[src/rtl/mux_reg_n.sv]
// Registered N-channel multiplexer with load/valid handshake and a saturating error counter.
// Optional feature: define MUX_CONST_CH_EN to reserve the all-ones selector code for CONST_VAL.
module mux_reg_n #(
  parameter int unsigned DATA_W    = 32,
  parameter int unsigned N_CH      = 8,
  parameter int unsigned SEL_W     = 3,
  parameter int unsigned CONST_VAL = 227,
  parameter int unsigned ERR_W     = 8
) (
  input  logic                   clk,
  input  logic                   reset,
  input  logic                   load,
  input  logic [SEL_W-1:0]       selector,
  input  logic [N_CH*DATA_W-1:0] data_in,
  input  logic                   err_clr,
  output logic [DATA_W-1:0]      data_out,
  output logic                   valid,
  output logic                   sel_err,
  output logic [ERR_W-1:0]       err_cnt
);

  localparam logic [DATA_W-1:0] CONST_D  = DATA_W'(CONST_VAL);
  localparam logic [SEL_W-1:0]  RSV_CODE = '1;
  localparam logic [SEL_W:0]    N_CH_W   = (SEL_W+1)'(N_CH);
  localparam logic [ERR_W-1:0]  ERR_MAX  = '1;

  if (N_CH > (2 ** SEL_W)) begin : g_bad_n_ch
    $error("mux_reg_n: N_CH exceeds 2**SEL_W");
  end
  if (N_CH < 2) begin : g_bad_n_ch_min
    $error("mux_reg_n: N_CH must be at least 2");
  end

  logic [DATA_W-1:0] data_out_q, data_out_d;
  logic              valid_q, valid_d;
  logic              sel_err_q, sel_err_d;
  logic [ERR_W-1:0]  err_cnt_q, err_cnt_d;

  logic [DATA_W-1:0] ch_sel_c;
  logic              in_range_c;
  logic              is_const_c;

  // Channel pick without a variable part-select into the flattened bus.
  always_comb begin
    ch_sel_c = '0;
    for (int k = 0; k < N_CH; k++) begin
      if (selector == SEL_W'(k)) ch_sel_c = data_in[k*DATA_W +: DATA_W];
    end
  end

  assign in_range_c = ({1'b0, selector} < N_CH_W);

`ifdef MUX_CONST_CH_EN
  assign is_const_c = (selector == RSV_CODE);
`else
  assign is_const_c = 1'b0;
`endif

  // The reserved code takes priority over a real channel; an error event beats err_clr.
  always_comb begin
    data_out_d = data_out_q;
    valid_d    = 1'b0;
    sel_err_d  = sel_err_q;
    err_cnt_d  = err_cnt_q;
    if (err_clr) begin
      sel_err_d = 1'b0;
      err_cnt_d = '0;
    end
    if (load) begin
      if (is_const_c) begin
        data_out_d = CONST_D;
        valid_d    = 1'b1;
      end else if (in_range_c) begin
        data_out_d = ch_sel_c;
        valid_d    = 1'b1;
      end else begin
        sel_err_d = 1'b1;
        if (err_cnt_d != ERR_MAX) err_cnt_d = err_cnt_d + ERR_W'(1);
      end
    end
  end

  always_ff @(posedge clk) begin
    if (reset) begin
      data_out_q <= '0;
      valid_q    <= 1'b0;
      sel_err_q  <= 1'b0;
      err_cnt_q  <= '0;
    end else begin
      data_out_q <= data_out_d;
      valid_q    <= valid_d;
      sel_err_q  <= sel_err_d;
      err_cnt_q  <= err_cnt_d;
    end
  end

  assign data_out = data_out_q;
  assign valid    = valid_q;
  assign sel_err  = sel_err_q;
  assign err_cnt  = err_cnt_q;

endmodule

[config.mk]
export PLATFORM = sky130hd
export DESIGN_NAME = mux_reg_n
export DESIGN_NICKNAME = d
export VERILOG_FILES = /design/src/rtl/mux_reg_n.sv
export SDC_FILE = /design/constraint.sdc
export NUM_CORES = 1
export LEC_CHECK = 0
export CORE_ASPECT_RATIO = 0.9
export CORE_MARGIN = 4
export CORE_UTILIZATION = 30
export DETAILED_ROUTE_END_ITERATION = 7
export GPL_TIMING_DRIVEN = 0
export PLACE_DENSITY = 0.85
export SLEW_MARGIN = 15
export SYNTH_ARGS = -nofsm -noshare
export SYNTH_HDL_FRONTEND = slang
export SYNTH_SLANG_ARGS = --single-unit
[constraint.sdc]
create_clock -name clk -period 1.1 [get_ports clk]
set_input_delay 0.11 -clock clk [delete_from_list [all_inputs] [get_ports clk]]
set_output_delay 0.11 -clock clk [all_outputs]
set_load 0.005 [all_outputs]
==> results.md, run 1 <==
- Layout area overhead: 101.8%
- GR Overflow Total: 0
- Crit path kind: input pin to flip-flop
- Placed cell count: 913
- HPWL Detailed: 16020 um
- Synthesized area: 0.003694 mm^2
- Final cell count without fillers: 928
- DR WL/cell: 21.90 um
- Violated checks: negative setup slack
- Synth area leaders: dfxtp_1 18%, mux2i_1 8.7%, mux2_2 8.2%
- Peak Freq: 893.1 MHz
- Largest net degree at the start of global routing: 11
- Place WS: -1050 ps
- Pwr/cell area: 743.6 mW/mm^2
- Mux cell area share after synthesis: 20.26%
- Clk Latency, worst-skew pair: 280 ps
- Flops & latches, synth: 33
- Post-route minimum period: 1120 ps
- Compound-gate portion of the synthesized area: 34.62%
- Dominant cell by count in the synthesized netlist: a21oi_1
- Max-cap violations: 0
- Die X-Extent: 125.0 um
- Area of the die: 0.01415 mm^2
- Worst EP arrival: 1290 ps
- Layout cell share with drive strength beyond 1: 19.79%
- Simple-Gate Fraction of Synth Area: 17.48%
- Endpoint type of the worst setup path: flip-flop
- First-pass GRT wire length: 29650 um
- I/O pin cnt: 305
- Final critical-path share of the clock period: 101.8%
- Synth cell types: 38
- Core Box Area: 0.01203 mm^2
- Number of global-route vias before repair: 5102
- EDFF count, synth: 0
- Row Count: 38
- Max FO, Critical Path: 2
- RSZ-0062 raised after global routing: true
- Final Slew Violations: 0
- Sequential area share after synthesis: 17.89%
- Via count: 5043
- Finished Cell Area: 0.007453 mm^2
- RePlAce Congestion: 0.9083
- DR vias/cell: 5.434
- Final-report hold violation count: 0
- Total track usage: 26.90%
- Final Skew: 0 ps
- Startpoint types: input pin
- Post-synthesis xor/xnor area fraction: 0%
- Critical Path RT: 1270 ps
- Gate Count Post-Synth: 453
- Synth top area share: 17.89%
- Worst hold path type: input pin to flip-flop
- Maximum buffer depth of the clock tree: 2
- Average size of a mapped cell: 8.154 um^2
- Initial Utilization: 30.71%
- Port bufs: 292
- Synth top cells by count: 52 x a21oi_1, 33 x dfxtp_1, 32 x mux2i_1, 31 x nand2b_1, 27 x mux2_2
- Largest area contributor in the netlist: dfxtp_1
- Primary FF master, synth: dfxtp_1
- DRC: 0
- Async S/R FF share, synth: 0%
- Worst ir drop on vdd: 0.4678 mV
- Worst R2R Setup Slack: 440 ps
- Yosys Warn Count: 0
- Hold Slack: 245.0 ps
- Status: finished, violations left
- Die Ht: 113.3 um
- Placed Area: 0.006923 mm^2
- Post-route setup slack: -19.70 ps
- Post-Synth Adder-Cell Area: 0%
- H-Tree Depth: 2
- Sink Count: 33
- CTS tree: built
- # setup viols final: 2
- Largest family of logic cells by synthesized area: compound AO/OA/AOI/OAI gates
- N_diodes: 0
- Nets@finish: 1030
- Final WL: 20320 um
- Leakage power total: 3.007 nW
- Root Buffer: clkbuf_16
- Total power draw: 0.005542 W
- DR iter-0 viols: 317
- Number of nets with antenna violations after routing: 0
- DR pass1 iterations: 5
- CTS Buf Count: 5
- Clock-pin slew on the worst setup and hold paths: 60 ps
- Antenna violations before repair: 0
-- metrics by stage --
stage	setup TNS (ps)	utilization [%]
5_1_grt	-90.38	61.96
3_3_place_gp	-30090	57.55
6_report	-21.54	61.96
2_1_floorplan	-1411	-
4_1_cts	0	60.40
3_5_place_dp	-31190	57.55
-- metal layers --
metal | GRT usage [%] | wire length [um] | vias to the layer above
met3 | 6.418 | 1665 | 26
met5 | 0 | 0 | -
met1 | 34.41 | 8389 | 2388
met2 | 45.83 | 9893 | 265
li1 | - | - | 2364
met4 | 6.792 | 374 | 0
-- placed cells by master (no fill, tap or decap), drive strengths merged, types with 15 or more instances in the layout --
cell type      Yosys  routed
dlygate4sd2        0      47
nor2b             15      15
o211ai            18      18
o21ai             32      32
a21oi             52      52
clkdlybuf4s50      0     236
nand2             22      22
mux2i             32      32
nand2b            31      31
buf               41      49
clkbuf            16      23
mux2              30      30
dfxtp             33      33
-- what timing repair did --
item | CTS | global route
endpoints found under the setup margin | 66 | 29
resized for setup | 104 | 54
pin swaps | 22 | 20
cloned | 3 | 0
hold buffers | 0 | 0
setup buffers | 2 | 2
-- path summary, 6_finish.rpt --
| path | cells after the start | from | to |
|---|---|---|---|
| max | 5 | data_in[201] | data_out[9]$_SDFFE_PP0P_ |
| min | 3 | data_in[236] | data_out[12]$_SDFFE_PP0P_ |
| max reg2reg | 2 | data_out[18]$_SDFFE_PP0P_ | data_out[18]$_SDFFE_PP0P_ |
| min reg2reg | 2 | data_out[6]$_SDFFE_PP0P_ | data_out[6]$_SDFFE_PP0P_ |
-- critical path: stages --
cell and delay (ps):
clkdlybuf4s50_1 430, mux2_2 300, a21oi_2 160, o32ai_1 90
a22o_1 210
-- cells by family (layout without fill, tap and decap cells) --
logic type	count (synthesis)	count (layout)
AO/OA/AOI/OAI	188	188
AND/OR/NAND/NOR	106	106
multiplexers	66	66
buffers and inverters	59	366
flip-flops	33	33
other	1	9
-- cell type report --
cell class,instances,area (um^2)
multi-input cells,369,2929
repair buffers,299,2985
inverters,2,11.26
plain buffers,57,494.2
clock buffers,7,142.6
flip-flops and latches,33,660.6
well taps,160,200.2
clock inverters,1,30.03
fillers,1071,4576
-- sequential cells by signal, summed over array words and instances (netlist names) --
signal    count
data_out     32
valid         1
-- report_power, final --
group          internal [W]  switching [W]
clock network       0.00113       0.000573
registers           0.00129      0.0000457
logic               0.00154       0.000957
total               0.00397        0.00158
(Power assumes the default switching activity.)
==> inputs of run 2 (changes only) <==
--- a/config.mk
+++ b/config.mk
@@ -15,3 +15,4 @@
 export SYNTH_ARGS = -nofsm -noshare
 export SYNTH_HDL_FRONTEND = slang
 export SYNTH_SLANG_ARGS = --single-unit
+export TNS_END_PERCENT = 30
==> results.md, run 2 (synthesized netlist as in run 1, its figures left out) <==
- Status: finished, violations left
- Violated checks: negative setup slack
- Worst R2R Setup Slack: 410 ps (-30 ps)
- Setup TNS: -82.86 ps (-61.32 ps)
- Critical Path RT: 1260 ps (about the same)
- Layout cell share with drive strength beyond 1: 18.09% (-1.7 points)
- CTS Buf Count: 5 (unchanged)
- Startpoint types: input pin
- Commonest non-fill, non-tap cell in the layout: clkdlybuf4s50_1
- I/O pin cnt: 305 (unchanged)
- Commonest non-fill, non-tap cells in the layout: 239 x clkdlybuf4s50_1, 44 x dlygate4sd2_1, 41 x a21oi_1, 32 x dfxtp_1, 31 x mux2i_1
- Slew margin rel.: 65.41%
- Crit path kind: input pin to flip-flop
- DR WL/cell: 21.76 um (-0.62%)
- Max reg flops: 32 (unchanged)
- Number of nets with antenna violations after routing: 0 (unchanged)
- Nets@finish: 1025 (-0.49%)
- Uppermost routed layer: met4
- DRC: 0 (unchanged)
- Sink Count: 33 (unchanged)
- Worst ir drop on vdd: 0.4894 mV (+4.6%)
- Total track usage: 26.68% (-0.23 points)
- DR iter-0 viols: 408 (+29%)
- Row Count: 38 (unchanged)
- Post-route minimum period: 1132 ps (+12.49 ps)
- H-Tree Depth: 2 (unchanged)
- Port bufs: 292 (unchanged)
- RePlAce Congestion: 0.9098 (+0.17%)
- Final core occ: 60.46% (-1.5 points)
- Root Buffer: clkbuf_16
- WL met3: 1705 um (+2.4%)
- Worst EP arrival: 1290 ps (about the same)
- # hold bufs at CTS: 0 (unchanged)
- Final WL: 20110 um (-1.0%)
- Worst-Margin Slew: 518.8 ps
- RSZ-0062 raised after global routing: true
- Endpoint type of the worst setup path: flip-flop
- Core Box Area: 0.01203 mm^2 (unchanged)
- Final Slew Violations: 0 (unchanged)
- WL met2: 10000 um (+1.1%)
- Antenna violations before repair: 1 (+1)
- DR pass1 iterations: 5 (unchanged)
- Max-cap violations: 0 (unchanged)
- HPWL Detailed: 15920 um (-0.62%)
- Die Ht: 113.3 um (unchanged)
- Final critical-path share of the clock period: 102.9% (+1.1 points)
- Area of the die: 0.01415 mm^2 (unchanged)
- Pwr/cell area: 713.2 mW/mm^2 (-4.1%)
- Worst hold path type: input pin to flip-flop
- # setup viols final: 5 (+3)
- Clk Latency, worst-skew pair: 280 ps (about the same)
- Peak Freq: 883.2 MHz (-1.1%)
- Initial Utilization: 30.71% (unchanged)
- Layout area overhead: 96.92%
- First-pass GRT wire length: 29490 um (-0.54%)
- Final-report hold violation count: 0 (unchanged)
- Post-route setup slack: -32.19 ps (-12.49 ps)
- DR vias/cell: 5.353 (-1.5%)
- Fillers: 1103 (+3.0%)
- Maximum buffer depth of the clock tree: 2 (unchanged)
- Number of global-route vias before repair: 5208 (+2.1%)
- Clock-pin slew on the worst setup and hold paths: 60 ps (about the same)
- Metal1 wirelength: 8128 um (-3.1%)
- Via count: 4946 (-1.9%)
- Max FO, Critical Path: 2 (unchanged)
- GR Overflow Total: 0 (unchanged)
- CTS tree: built
- Largest net degree at the start of global routing: 12 (+1)
- Die X-Extent: 125.0 um (unchanged)
- Leakage power total: 2.912 nW (-3.1%)
- Final Skew: 0 ps (unchanged)
==> run 2: cell types whose count changed in the layout (fill, tap and decap cells not counted), sizes merged <==
cell / delta
clkbuf: +2
clkinvlp: +1
clkdlybuf4s50: +3
diode: +1
dlygate4sd2: -3
clkinv: +2
buf: -9
bufinv: -1
==> run 2: area by class of cell <==
cell class                 count  area (um^2)  area share [%]
sequential                    33        661.9           9.100
timing repair buffer         294         2908           39.98
clock buffer                   5        125.1           1.720
inverter                       2        11.26          0.1548
multi-input combinational    369         2863           39.36
buffer                        57        484.2           6.657
antenna                        1        2.502         0.03441
clock inverter                 3        17.52          0.2408
tap                          160        200.2           2.752
==> run 2: worst max-delay path, stage by stage <==
cell             delay (ps)
clkdlybuf4s50_1         420
mux2_1                  300
a221o_1                 310
nand3_2                  70
o211ai_1                 80
==> run 2: report_power, final <==
group	leakage, nW	internal [W]	switching, W
sequential	0.272	0.00129	0.0000488
clock	0.0696	0.000832	0.000598
combinational	2.57	0.00150	0.000922
total	2.91	0.00362	0.00157
==> run 2: worst paths after layout <==
path                             startpoint                         to  cells after the start
setup / recovery               data_in[227]   data_out[3]$_SDFFE_PP0P_                      5
hold / removal                 data_in[238]  data_out[14]$_SDFFE_PP0P_                      3
setup reg to reg  data_out[17]$_SDFFE_PP0P_  data_out[17]$_SDFFE_PP0P_                      2
hold reg to reg    data_out[0]$_SDFFE_PP0P_   data_out[0]$_SDFFE_PP0P_                      2
==> run 2: routing by layer <==
metal,GRT usage [%],vias up
met5,0,-
met4,6.864,0
met3,7.126,27
met2,46.04,279
met1,33.12,2287
li1,-,2353
==> run 2: timing repair <==
item / in CTS / in global routing
pin swaps: 17 / 19
setup buffers: 1 / 0
gates resized for setup: 101 / 43
setup endpoints to repair: 66 / 31
gates cloned: 1 / 0
==> run 2: through the flow <==
step / instance area [um^2] / power (W) / hold WS [ps] / std cells / setup slack (ps)
after floorplan: 3754 / 0.002297 / 258.2 / 461 / -105.5
after global placement: 6877 / 0.003683 / 431.8 / 913 / -996.5
after detailed placement: 6877 / 0.003711 / 441.1 / 913 / -1020
after CTS: 7134 / 0.005157 / 291.7 / 923 / -122.0
after global routing: 7273 / 0.005448 / 277.2 / 924 / -67.82
final: 7273 / 0.005187 / 224.8 / 924 / -32.19
